File: src/rtl/matmul_ab.sv
// matmul_ab: waits for the A/B generators, then computes C = A x B from two BRAM read ports
// and streams C row-major to a result write port. Define MATMUL_SAT_EN for saturating MAC and the ovf flag.
module matmul_ab #(
    parameter int N      = 2,
    parameter int P      = 4,
    parameter int M      = 3,
    parameter int DW     = 32,
    parameter int AW     = 8,
    parameter int A_BASE = 0,
    parameter int B_BASE = 0
) (
    input  logic          clk,
    input  logic          reset,
    input  logic          wrA_done,
    input  logic          wrB_done,
    output logic [AW-1:0] addrbA,
    input  logic [DW-1:0] doutbA,
    output logic [AW-1:0] addrbB,
    input  logic [DW-1:0] doutbB,
    output logic          c_we,
    output logic [AW-1:0] c_addr,
    output logic [DW-1:0] c_din,
`ifdef MATMUL_SAT_EN
    output logic          ovf,
`endif
    output logic          busy,
    output logic          mm_done
);

    localparam int IW = (N > 1) ? $clog2(N) : 1;
    localparam int JW = (M > 1) ? $clog2(M) : 1;
    localparam int KW = (P > 1) ? $clog2(P) : 1;
`ifdef MATMUL_SAT_EN
    localparam int ACCW = DW + 1;
`else
    localparam int ACCW = DW;
`endif

    typedef enum logic [2:0] {
        IDLE,
        FETCH,
        DRAIN,
        WRITE,
        DONE
    } state_t;

    state_t state;
    state_t state_next;

    logic [IW-1:0]   i;
    logic [JW-1:0]   j;
    logic [KW-1:0]   k;
    logic [ACCW-1:0] acc;
    logic [ACCW-1:0] acc_next;
    logic            pipe;
    logic [AW-1:0]   addr_a_hold;
    logic [AW-1:0]   addr_b_hold;
    logic [AW-1:0]   addr_a_now;
    logic [AW-1:0]   addr_b_now;
    logic [AW-1:0]   c_addr_now;
    logic            i_last;
    logic            j_last;
    logic            k_last;

    assign i_last = (i == IW'(N - 1));
    assign j_last = (j == JW'(M - 1));
    assign k_last = (k == KW'(P - 1));

    assign addr_a_now = AW'(A_BASE + P * int'(i) + int'(k));
    assign addr_b_now = AW'(B_BASE + M * int'(k) + int'(j));
    assign c_addr_now = AW'(M * int'(i) + int'(j));

    // Multiply-accumulate of the BRAM words that arrive one cycle behind their addresses.
`ifdef MATMUL_SAT_EN
    localparam logic [ACCW-1:0] ACC_MAX = {1'b0, {DW{1'b1}}};

    logic [2*DW-1:0] product;
    logic [ACCW-1:0] sum;
    logic            overflow;

    always_comb begin
        product  = (2*DW)'(doutbA) * (2*DW)'(doutbB);
        sum      = acc + ACCW'(product[DW-1:0]);
        overflow = (product[2*DW-1:DW] != '0) || sum[DW];
        acc_next = overflow ? ACC_MAX : sum;
    end
`else
    always_comb begin
        acc_next = acc + doutbA * doutbB;
    end
`endif

    always_ff @(posedge clk or negedge reset) begin
        if (!reset) begin
            state <= IDLE;
        end else begin
            state <= state_next;
        end
    end

    always_comb begin
        state_next = state;
        case (state)
            IDLE:    if (wrA_done && wrB_done) state_next = FETCH;
            FETCH:   if (k_last) state_next = DRAIN;
            DRAIN:   state_next = WRITE;
            WRITE:   state_next = (i_last && j_last) ? DONE : FETCH;
            DONE:    state_next = DONE;
            default: state_next = IDLE;
        endcase
    end

    // Loop counters, accumulator and the held read addresses; WRITE rolls over to the next element.
    always_ff @(posedge clk or negedge reset) begin
        if (!reset) begin
            i           <= '0;
            j           <= '0;
            k           <= '0;
            acc         <= '0;
            pipe        <= 1'b0;
            addr_a_hold <= '0;
            addr_b_hold <= '0;
        end else begin
            pipe <= (state == FETCH);
            if (pipe) begin
                acc <= acc_next;
            end
            if (state == FETCH) begin
                addr_a_hold <= addr_a_now;
                addr_b_hold <= addr_b_now;
                if (!k_last) begin
                    k <= k + KW'(1);
                end
            end
            if (state == WRITE) begin
                acc <= '0;
                k   <= '0;
                if (j_last) begin
                    j <= '0;
                    if (!i_last) begin
                        i <= i + IW'(1);
                    end
                end else begin
                    j <= j + JW'(1);
                end
            end
        end
    end

`ifdef MATMUL_SAT_EN
    always_ff @(posedge clk or negedge reset) begin
        if (!reset) begin
            ovf <= 1'b0;
        end else if (pipe && overflow) begin
            ovf <= 1'b1;
        end
    end
`endif

    always_comb begin
        busy    = 1'b0;
        mm_done = 1'b0;
        c_we    = 1'b0;
        c_addr  = '0;
        c_din   = '0;
        addrbA  = addr_a_hold;
        addrbB  = addr_b_hold;
        case (state)
            FETCH: begin
                busy   = 1'b1;
                addrbA = addr_a_now;
                addrbB = addr_b_now;
            end
            DRAIN: begin
                busy = 1'b1;
            end
            WRITE: begin
                busy   = 1'b1;
                c_we   = 1'b1;
                c_addr = c_addr_now;
                c_din  = acc[DW-1:0];
            end
            DONE: begin
                mm_done = 1'b1;
            end
            default: begin
            end
        endcase
    end

endmodule

File: config.mk
export PLATFORM = sky130hd
export DESIGN_NAME = matmul_ab
export DESIGN_NICKNAME = d
export VERILOG_FILES = /design/src/rtl/matmul_ab.sv
export SDC_FILE = /design/constraint.sdc
export NUM_CORES = 1
export LEC_CHECK = 0
export ABC_AREA = 1
export CAP_MARGIN = 20
export CORE_UTILIZATION = 35
export DETAILED_ROUTE_END_ITERATION = 7
export GPL_TIMING_DRIVEN = 0
export SETUP_SLACK_MARGIN = 0.3
export SYNTH_ARGS = -nofsm -noshare
export SYNTH_HDL_FRONTEND = slang
export SYNTH_SLANG_ARGS = --single-unit
File: constraint.sdc
create_clock -name clk -period 16.1 [get_ports clk]
set_input_delay 1.61 -clock clk [delete_from_list [all_inputs] [get_ports clk]]
set_output_delay 1.61 -clock clk [all_outputs]
set_load 0.02 [all_outputs]
Word level (Yosys, flattened, before mapping)
Index checks and enable logic that the tools add are counted.
{"block": "classes", "n_addsub": 7, "n_mul": 3, "div": 0, "magnitude_cmp": 0, "eq_ne": 9, "shifts": 0, "muxes": 18, "bitwise": 0, "n_reduce_logical": 9}
{"op": "$mux 32", "count": 3}
{"op": "$add 32x32->32", "count": 1}
{"op": "$mul 32x32->32", "count": 1}
{"op": "$mux 8", "count": 2}
{"op": "$pmux 3 s5", "count": 1}
{"op": "$mux 3", "count": 3}
{"op": "$add 3x2->4", "count": 2}
{"op": "$mux 2", "count": 4}
{"op": "$eq 3x2->1 const B", "count": 2}
{"op": "$reduce_and 2->1", "count": 3}
{"op": "$add 4x2->5", "count": 1}
{"op": "$add 2x1->2 const B", "count": 2}
{"op": "$eq 2x2->1 const B", "count": 2}
{"op": "$mul 2x2->4 const A", "count": 1}
{"op": "$mux 1", "count": 4}
{"op": "$mux 4", "count": 1}
{"op": "$ne 2x2->1 const B", "count": 2}
{"op": "$reduce_bool 2->1", "count": 2}
{"op": "$eq 3x1->1 const B", "count": 1}
{"op": "$eq 3x3->1 const B", "count": 1}
{"op": "$logic_not 3->1", "count": 1}
{"op": "$mul 2x1->3 const A", "count": 1}
{"op": "$reduce_or 3->1", "count": 1}
{"op": "$logic_and 1x1->1", "count": 2}
{"op": "2 further kinds", "count": 2}
{"block": "word_totals", "regBits": 57, "latchBits": 0, "ramBits": 0, "romBits": 0, "inputBits": 68, "n_memories": 0}

Logic depth before layout (Yosys ltp)
Gate-level depths: netlist (run 1).
{"block": "logic_depth", "word_depth": 4, "ltp_mapped": 35, "mapped_depth_nobuf": 34}

Worst setup path after synthesis (run 1)
No wires, ideal clock.
{"block": "synth_timing", "kind": "in2reg", "startpoint": "input port doutbB[3]", "endpoint": "register acc[28]", "setup_ps": 130, "t_arrival_ps": 7663, "required_ps": 15970, "slack_ps": 8307, "path_stages": 28, "path_buffers": 2, "path_cell_list": "clkbuf_1 -> clkbuf_1 -> nand2_1 -> inv_1 -> fa_1 -> fa_1 -> fa_1 -> inv_1 -> fa_1 -> inv_1 -> fa_1 -> inv_1 -> fa_1 -> inv_1 -> fa_1 -> inv_1 -> fa_1 -> inv_1 -> ha_1 -> nand2_1 -> nor4_1 -> nand3_1 -> nand3_1 -> nand2_1 -> o211ai_1 -> a21oi_1 -> o21ai_0 -> o21ai_0"}
{"block": "synth_between", "elab_chain_len": 4}
{"item": "start: declaration", "line": "19", "source": "input logic [DW-1:0] doutbB,"}
{"item": "$mul 32x32->32", "line": "89", "source": "acc_next = acc + doutbA * doutbB;"}
{"item": "$add 32x32->32", "line": "89"}
{"item": "$mux 32", "line": "125", "source": "if (pipe) begin"}
{"item": "$mux 32", "line": "135", "source": "if (state == WRITE) begin"}
{"item": "end signal: assignment", "line": "126", "source": "acc <= acc_next;"}
{"item": "end: declaration", "line": "53", "source": "logic [ACCW-1:0] acc;"}
Every way passes these cells. The select of a mux whose other input is x is not followed.
A chain may end at the register's enable or synchronous reset.

Worst setup path after layout (run 1)
{"block": "layout_timing", "startpoint": "input port doutbA[12]", "endpoint": "register acc[30]"}
{"block": "layout_between", "elab_chain_len": 4}
{"item": "start: declaration", "line": "17", "source": "input logic [DW-1:0] doutbA,"}
{"item": "$mul 32x32->32", "line": "89"}
{"item": "$add 32x32->32", "line": "89"}
{"item": "$mux 32", "line": "125"}
{"item": "$mux 32", "line": "135"}
Every way passes these cells. The select of a mux whose other input is x is not followed.

==> results of run 1 <==
-- metal layers --
layer  up-vias  share of wire  global-route usage
met4         2          0.022              0.0474
li1       7752              -                   -
met2       601           0.46               0.351
met5         -        0.00019                   0
met3        69          0.083              0.0441
met1      8181           0.44               0.309
-- tightest hold or removal path: cells and delay by family, from the launching register on --
kind / cells / cell delay [ns]
flip-flops: 1 / 0.32
buffers and inverters: 1 / 0.06
AND/OR/NAND/NOR: 1 / 0.05
-- state kept, by name, indices dropped and copies added, names as in the netlist --
signal	cells
acc	32
addr_a_hold	8
addr_b_hold	8
state	3
j	2
k	2
i	1
pipe	1
-- per-stage QoR --
step | hold slack [ns] | utilization | worst slack, ns
floorplan | 0.459 | - | 8.31
detailed placement | 0.445 | 0.391 | 6.42
global placement | 0.444 | 0.391 | 6.40
finish | 0.457 | 0.396 | 6.66
global route | 0.477 | 0.396 | 6.39
CTS | 0.461 | 0.396 | 6.74
-- kinds of logic (layout without fill, tap and decap cells) --
group,after synthesis,in the layout,share of synthesized area
DFF,57,57,0.0704
xor gates and xnor gates,14,14,0.00605
adders and majority gates,569,569,0.515
other,1,6,0.000185
AOI/OAI and AO/OA,146,146,0.0396
and+or+nand+nor,891,891,0.172
buffers and inverters,1047,1160,0.198
-- synth_stat cells (all sizes together) --
library cell  count  area [µm²]
inv             927        3480
nand2           742        2800
fa              441        8830
ha              128        1600
clkbuf           84         328
nor2             76         288
o21ai            66         330
dfrtp            57        1430
nand3            55         275
a21oi            50         254
buf              36         196
o22ai            11        68.8
xor2              8        70.1
a21o              6        45.0
nor3              6        30.0
xnor2             6        52.6
nand4             5        31.3
o21bai            4        33.8
nand3b            3        35.0
o31ai             3        22.5
nor4              2        12.5
a221oi            1        8.76
a22o              1        8.76
a31oi             1        6.26
and2              1        6.26
conb              1        3.75
nand2b            1        6.26
o211ai            1        7.51
o21a              1        7.51
o32ai             1        8.76
-- worst paths after layout --
check                                  to            from  cells past startpoint
max in group asynchronous          acc[9]           reset                      1
setup reg to reg                  acc[28]         acc[23]                     24
min in group asynchronous  addr_a_hold[1]           reset                      1
hold reg to reg            addr_b_hold[5]  addr_b_hold[5]                      2
setup / recovery                  acc[30]      doutbA[12]                     29
hold / removal             addr_b_hold[5]  addr_b_hold[5]                      2
-- layout make-up --
type                       count  area share
antenna                        1    0.000111
timing repair buffer          97      0.0430
inverter                     927       0.155
clock buffer                  12      0.0114
tap                          756      0.0420
buffer                       120      0.0233
clock inverter                 4     0.00228
sequential                    57      0.0634
multi-input combinational   1625       0.660
==> reports/qor.txt, run 1 <==
Final ANT Viol Nets: 0
Non-filler instance count after layout: 3599
Worst min-delay path category: reg2reg
Ports: 127
Setup repair after global routing missed its margin: false
Largest net degree at the start of global routing: 58
Max incr delay on CP: 0.66 ns
Sequential cell area: 1430 µm²
Most frequent cell on the critical path: sky130_fd_sc_hd__inv_1
Worst setup path category: in2reg
Die Span X: 243 µm
Vias in the first global route: 16800
TritonCTS Buffers: 9
Summed area of non-filler cells in the final layout: 22500 µm²
WL final: 62400 µm
WL/cell: 17.3 µm
Routability cong.: 0.935
Status: complete, no violations
Normalized max-slew margin: 0.240
Tcrit/Tclk final: 0.586
Placeable core region: 56800 µm²
Post-synthesis sequential area ratio: 0.0704
Residual DRC count: 0
Number of hold violations in the final report: 0
Commonest non-fill, non-tap cells in the layout: sky130_fd_sc_hd__inv_1, sky130_fd_sc_hd__nand2_1, sky130_fd_sc_hd__fa_1, sky130_fd_sc_hd__ha_1, sky130_fd_sc_hd__clkdlybuf4s50_1
Cell family with most CP delay: adder cells
Highest achievable clock rate: 0.106 GHz
Element type at the critical path end: register
Worst setup slack for register-to-register paths: 9.47 ns
Synth warnings: 0
Mean number of vias per cell: 4.61
DIE AREA: 58900 µm²
Total of cells resized after clock tree synthesis: 0
Post-CTS Setup Repair Bufs: 0
Max Slew Vio Count: 0
Library cell contributing the largest single delay on the critical path: sky130_fd_sc_hd__clkbuf_1
Required time of the critical path: 16.29 ns
Number of sinks handled by clock tree synthesis: 57
Placed cell count: 3582
PortBufs: 97
Total routing resource utilization after global routing: 0.220
# nets final: 3474
Row Count: 87
CTS tree: done
Initial core utilization: 0.357
Post-DP HPWL: 53300 µm
Total of hold buffers inserted after clock tree synthesis: 0
Synth unique cells: 42
Number of buffer and inverter stages on the critical path: 12
Number of synthesized register bits: 57
Launching element type of the critical path: input port
Multi-input combinational cell area: 14900 µm²
Final setup TNS: 0 ns
First-iteration detailed-routing DRC count: 1257
Time the worst path needs with I/O delays and setup: 9.44 ns
Critical Path Fanout Max: 10
Area added between synthesis and finish: 11.0%
Post-route clock skew: 0.0103 ns
Slew @ Worst Pin: 1.14 ns
MaxCap Viol Count: 0
Fill cells: 5944
Remaining global-route overflow: 0
Clock Tree Buf Depth: 2
Share of final-layout standard cells stronger than drive strength 1: 0.0194
Number of vias after detailed routing: 16600
Syn Inst Count: 2725
Antenna violations before repair: 3
Drt pass-1 iters: 7
Area post-placement: 22200 µm²
Die outline height: 243 µm
Cell area after technology mapping: 20300 µm²
Clock-pin slew of the registers on the worst-case setup and hold paths: 0.05 ns
Number of endpoints failing setup at the final stage: 0
Arrival time at the worst endpoint: 9.63 ns
Worst-skew pair later-pin latency: 0.35 ns
First-pass GRT wire length: 98600 µm
Cell chosen for the clock root: sky130_fd_sc_hd__clkbuf_16
CTS H-Tree Depth: 3
Avg Synthesized Cell Area: 7.44 µm²
Commonest non-fill, non-tap cell in the layout: sky130_fd_sc_hd__inv_1
Power of run 1 is not shown: default switching activity piles up to over one toggle a cycle in this logic, so the estimate is an artifact.
==> inputs of run 2 (changes only) <==
==> constraint.sdc (replaced) <==
create_clock -name clk -period 9.4 [get_ports clk]
set_input_delay 0.94 -clock clk [delete_from_list [all_inputs] [get_ports clk]]
set_output_delay 0.94 -clock clk [all_outputs]
set_load 0.02 [all_outputs]
==> results of run 2 <==
Same layout as run 1 (identical final DEF). Status: complete, no violations.
Among the figures that moved: setup slack after placement 6.42 ns -> 0.394 ns; setup slack after layout 6.66 ns -> 0.631 ns; register-to-register setup slack 9.47 ns -> 2.77 ns
Power of run 2 is left out for the same reason.
==> inputs of run 3 (changes only) <==
--- a/config.mk
+++ b/config.mk
@@ -7,9 +7,10 @@
 export LEC_CHECK = 0
 export ABC_AREA = 1
 export CAP_MARGIN = 20
-export CORE_UTILIZATION = 35
+export CORE_UTILIZATION = 50
 export DETAILED_ROUTE_END_ITERATION = 7
 export GPL_TIMING_DRIVEN = 0
+export PLACE_DENSITY = 0.69
 export SETUP_SLACK_MARGIN = 0.3
 export SYNTH_ARGS = -nofsm -noshare
 export SYNTH_HDL_FRONTEND = slang
==> run 3 against run 2 <==
  * Cell count is 6.4% lower
  * Clock skew is 0.0054 ns lower
  * Worst hold slack hardly changed
  * Non-clock buffer count is 1 higher
  * Cell area is 1.4% lower
  * First-iteration DRC count is 6.5% higher
  * Register-to-register slack worse by 0.08 ns
  * Wire length is 0.98% lower
  * Sequential share of layout area is 0.088 points higher
  * Core utilization is 16 points higher
  * Flip-flop and latch count stayed put
  * Highest routed layer is now met4
  * Count of clock-buffer cells in the layout is 3 lower
==> reports/qor.txt, run 3 (synthesized netlist as in run 1, its figures left out) <==
Post-route clock skew: 0.00491 ns
Max incr delay on CP: 0.85 ns
Row Count: 73
Status: complete, no violations
First-pass GRT wire length: 98900 µm
Ports: 127
Die outline height: 203 µm
Final ANT Viol Nets: 0
Number of vias after detailed routing: 17000
Launching element type of the critical path: input port
WL final: 61800 µm
Remaining global-route overflow: 0
Final setup TNS: 0 ns
Number of flip-flops under the largest register name: 32
Time the worst path needs with I/O delays and setup: 8.58 ns
TritonCTS Buffers: 9
Placeable core region: 39800 µm²
Final design utilization: 0.557
Cell depth of the worst min-delay path: 2
Routability cong.: 0.964
Vias in the first global route: 17900
Number of sinks handled by clock tree synthesis: 57
Worst setup path category: in2reg
Number of endpoints failing setup at the final stage: 0
Worst-skew pair later-pin latency: 0.34 ns
Residual DRC count: 0
Worst min-delay path category: reg2reg
Required time of the critical path: 9.58 ns
Multi-input combinational cell area: 14900 µm²
Antenna violations before repair: 1
Area added between synthesis and finish: 9.53%
Library cell contributing the largest single delay on the critical path: sky130_fd_sc_hd__clkbuf_1
MaxCap Viol Count: 0
Element type at the critical path end: register
DIE AREA: 41300 µm²
Mean number of vias per cell: 5.06
Initial core utilization: 0.509
Max Slew Vio Count: 0
Top flop regs: acc x32, addr_a_hold x8, addr_b_hold x8
Fill cells: 3876
First-iteration detailed-routing DRC count: 1339
Number of gates on the worst path with buffers counted: 29
CTS tree: done
Most frequent cell on the critical path: sky130_fd_sc_hd__inv_1
Highest achievable clock rate: 0.117 GHz
Total of hold buffers inserted after clock tree synthesis: 0
Number of buffer and inverter stages on the critical path: 12
Commonest non-fill, non-tap cells in the layout: sky130_fd_sc_hd__inv_1, sky130_fd_sc_hd__nand2_1, sky130_fd_sc_hd__fa_1, sky130_fd_sc_hd__ha_1, sky130_fd_sc_hd__clkdlybuf4s50_1
Cell family with most CP delay: adder cells
Largest net degree at the start of global routing: 32
WL/cell: 18.4 µm
Arrival time at the worst endpoint: 8.77 ns
# nets final: 3475
Number of hold violations in the final report: 0
Post-CTS Setup Repair Bufs: 0
Total routing resource utilization after global routing: 0.316
Commonest non-fill, non-tap cell in the layout: sky130_fd_sc_hd__inv_1
Setup repair after global routing missed its margin: false
Cell chosen for the clock root: sky130_fd_sc_hd__clkbuf_16
Normalized max-slew margin: 0.248
CTS H-Tree Depth: 3
Sequential cell area: 1430 µm²
Die Span X: 203 µm
Post-DP HPWL: 53000 µm
Tcrit/Tclk final: 0.913
Critical Path Fanout Max: 10
Depth of the worst register-to-register path: 24
Clock-pin slew of the registers on the worst-case setup and hold paths: 0.06 ns
Register with the highest flop count: acc
PortBufs: 97
Slew @ Worst Pin: 1.13 ns
Share of final-layout standard cells stronger than drive strength 1: 0.0204
Count of antenna diodes in the layout: 0
Clock Tree Buf Depth: 2
Drt pass-1 iters: 6
[run 3: tightest hold or removal path, stage by stage, from the launching register on]
cell and delay (ns):
sky130_fd_sc_hd__dfrtp_1 0.32, sky130_fd_sc_hd__nand2_1 0.05, sky130_fd_sc_hd__inv_1 0.06
[run 3: metrics by stage]
| stage | setup WS, ns | instance area (µm²) | cells | hold slack, ns |
|---|---|---|---|---|
| 6_report | 0.819 | 22200 | 3368 | 0.457 |
| 5_1_grt | 0.444 | 22200 | 3368 | 0.474 |
| 4_1_cts | 0.685 | 22200 | 3368 | 0.460 |
| 3_5_place_dp | 0.392 | 21900 | 3352 | 0.447 |
| 3_3_place_gp | 0.430 | 21900 | 3351 | 0.444 |
| 2_1_floorplan | 2.28 | 20300 | 2729 | 0.459 |
[run 3: routing by layer]
metal | track usage | vias up | share of wire
li1 | - | 7753 | -
met1 | 0.434 | 8399 | 0.41
met2 | 0.507 | 773 | 0.46
met3 | 0.0548 | 114 | 0.095
met4 | 0.106 | 0 | 0.033
met5 | 0 | - | 0
[run 3: what timing repair did]
| item | in CTS | in global routing |
|---|---|---|
| gates resized for setup | 0 | 2 |
| hold endpoints to repair | 0 | 0 |
| setup endpoints to repair | 0 | 1 |
[run 3: layout make-up]
cell class                 instances  share of cell area
timing repair buffer              98              0.0444
sequential                        57              0.0643
buffer                           120              0.0237
clock inverter                     7             0.00209
multi-input combinational       1625               0.669
inverter                         927               0.157
clock buffer                       9              0.0101
tap                              525              0.0296
[run 3: path summary, 6_finish.rpt]
check | end | startpoint | slack, ns
setup reg to reg | acc[28] | acc[23] | 2.69
max in group asynchronous | acc[22] | reset | 8.17
min in group asynchronous | addr_a_hold[4] | reset | 0.63
setup / recovery | acc[30] | doutbA[3] | 0.82
hold reg to reg | addr_a_hold[5] | addr_a_hold[5] | 0.46
hold / removal | addr_a_hold[5] | addr_a_hold[5] | 0.46
Power of run 3 is left out for the same reason.
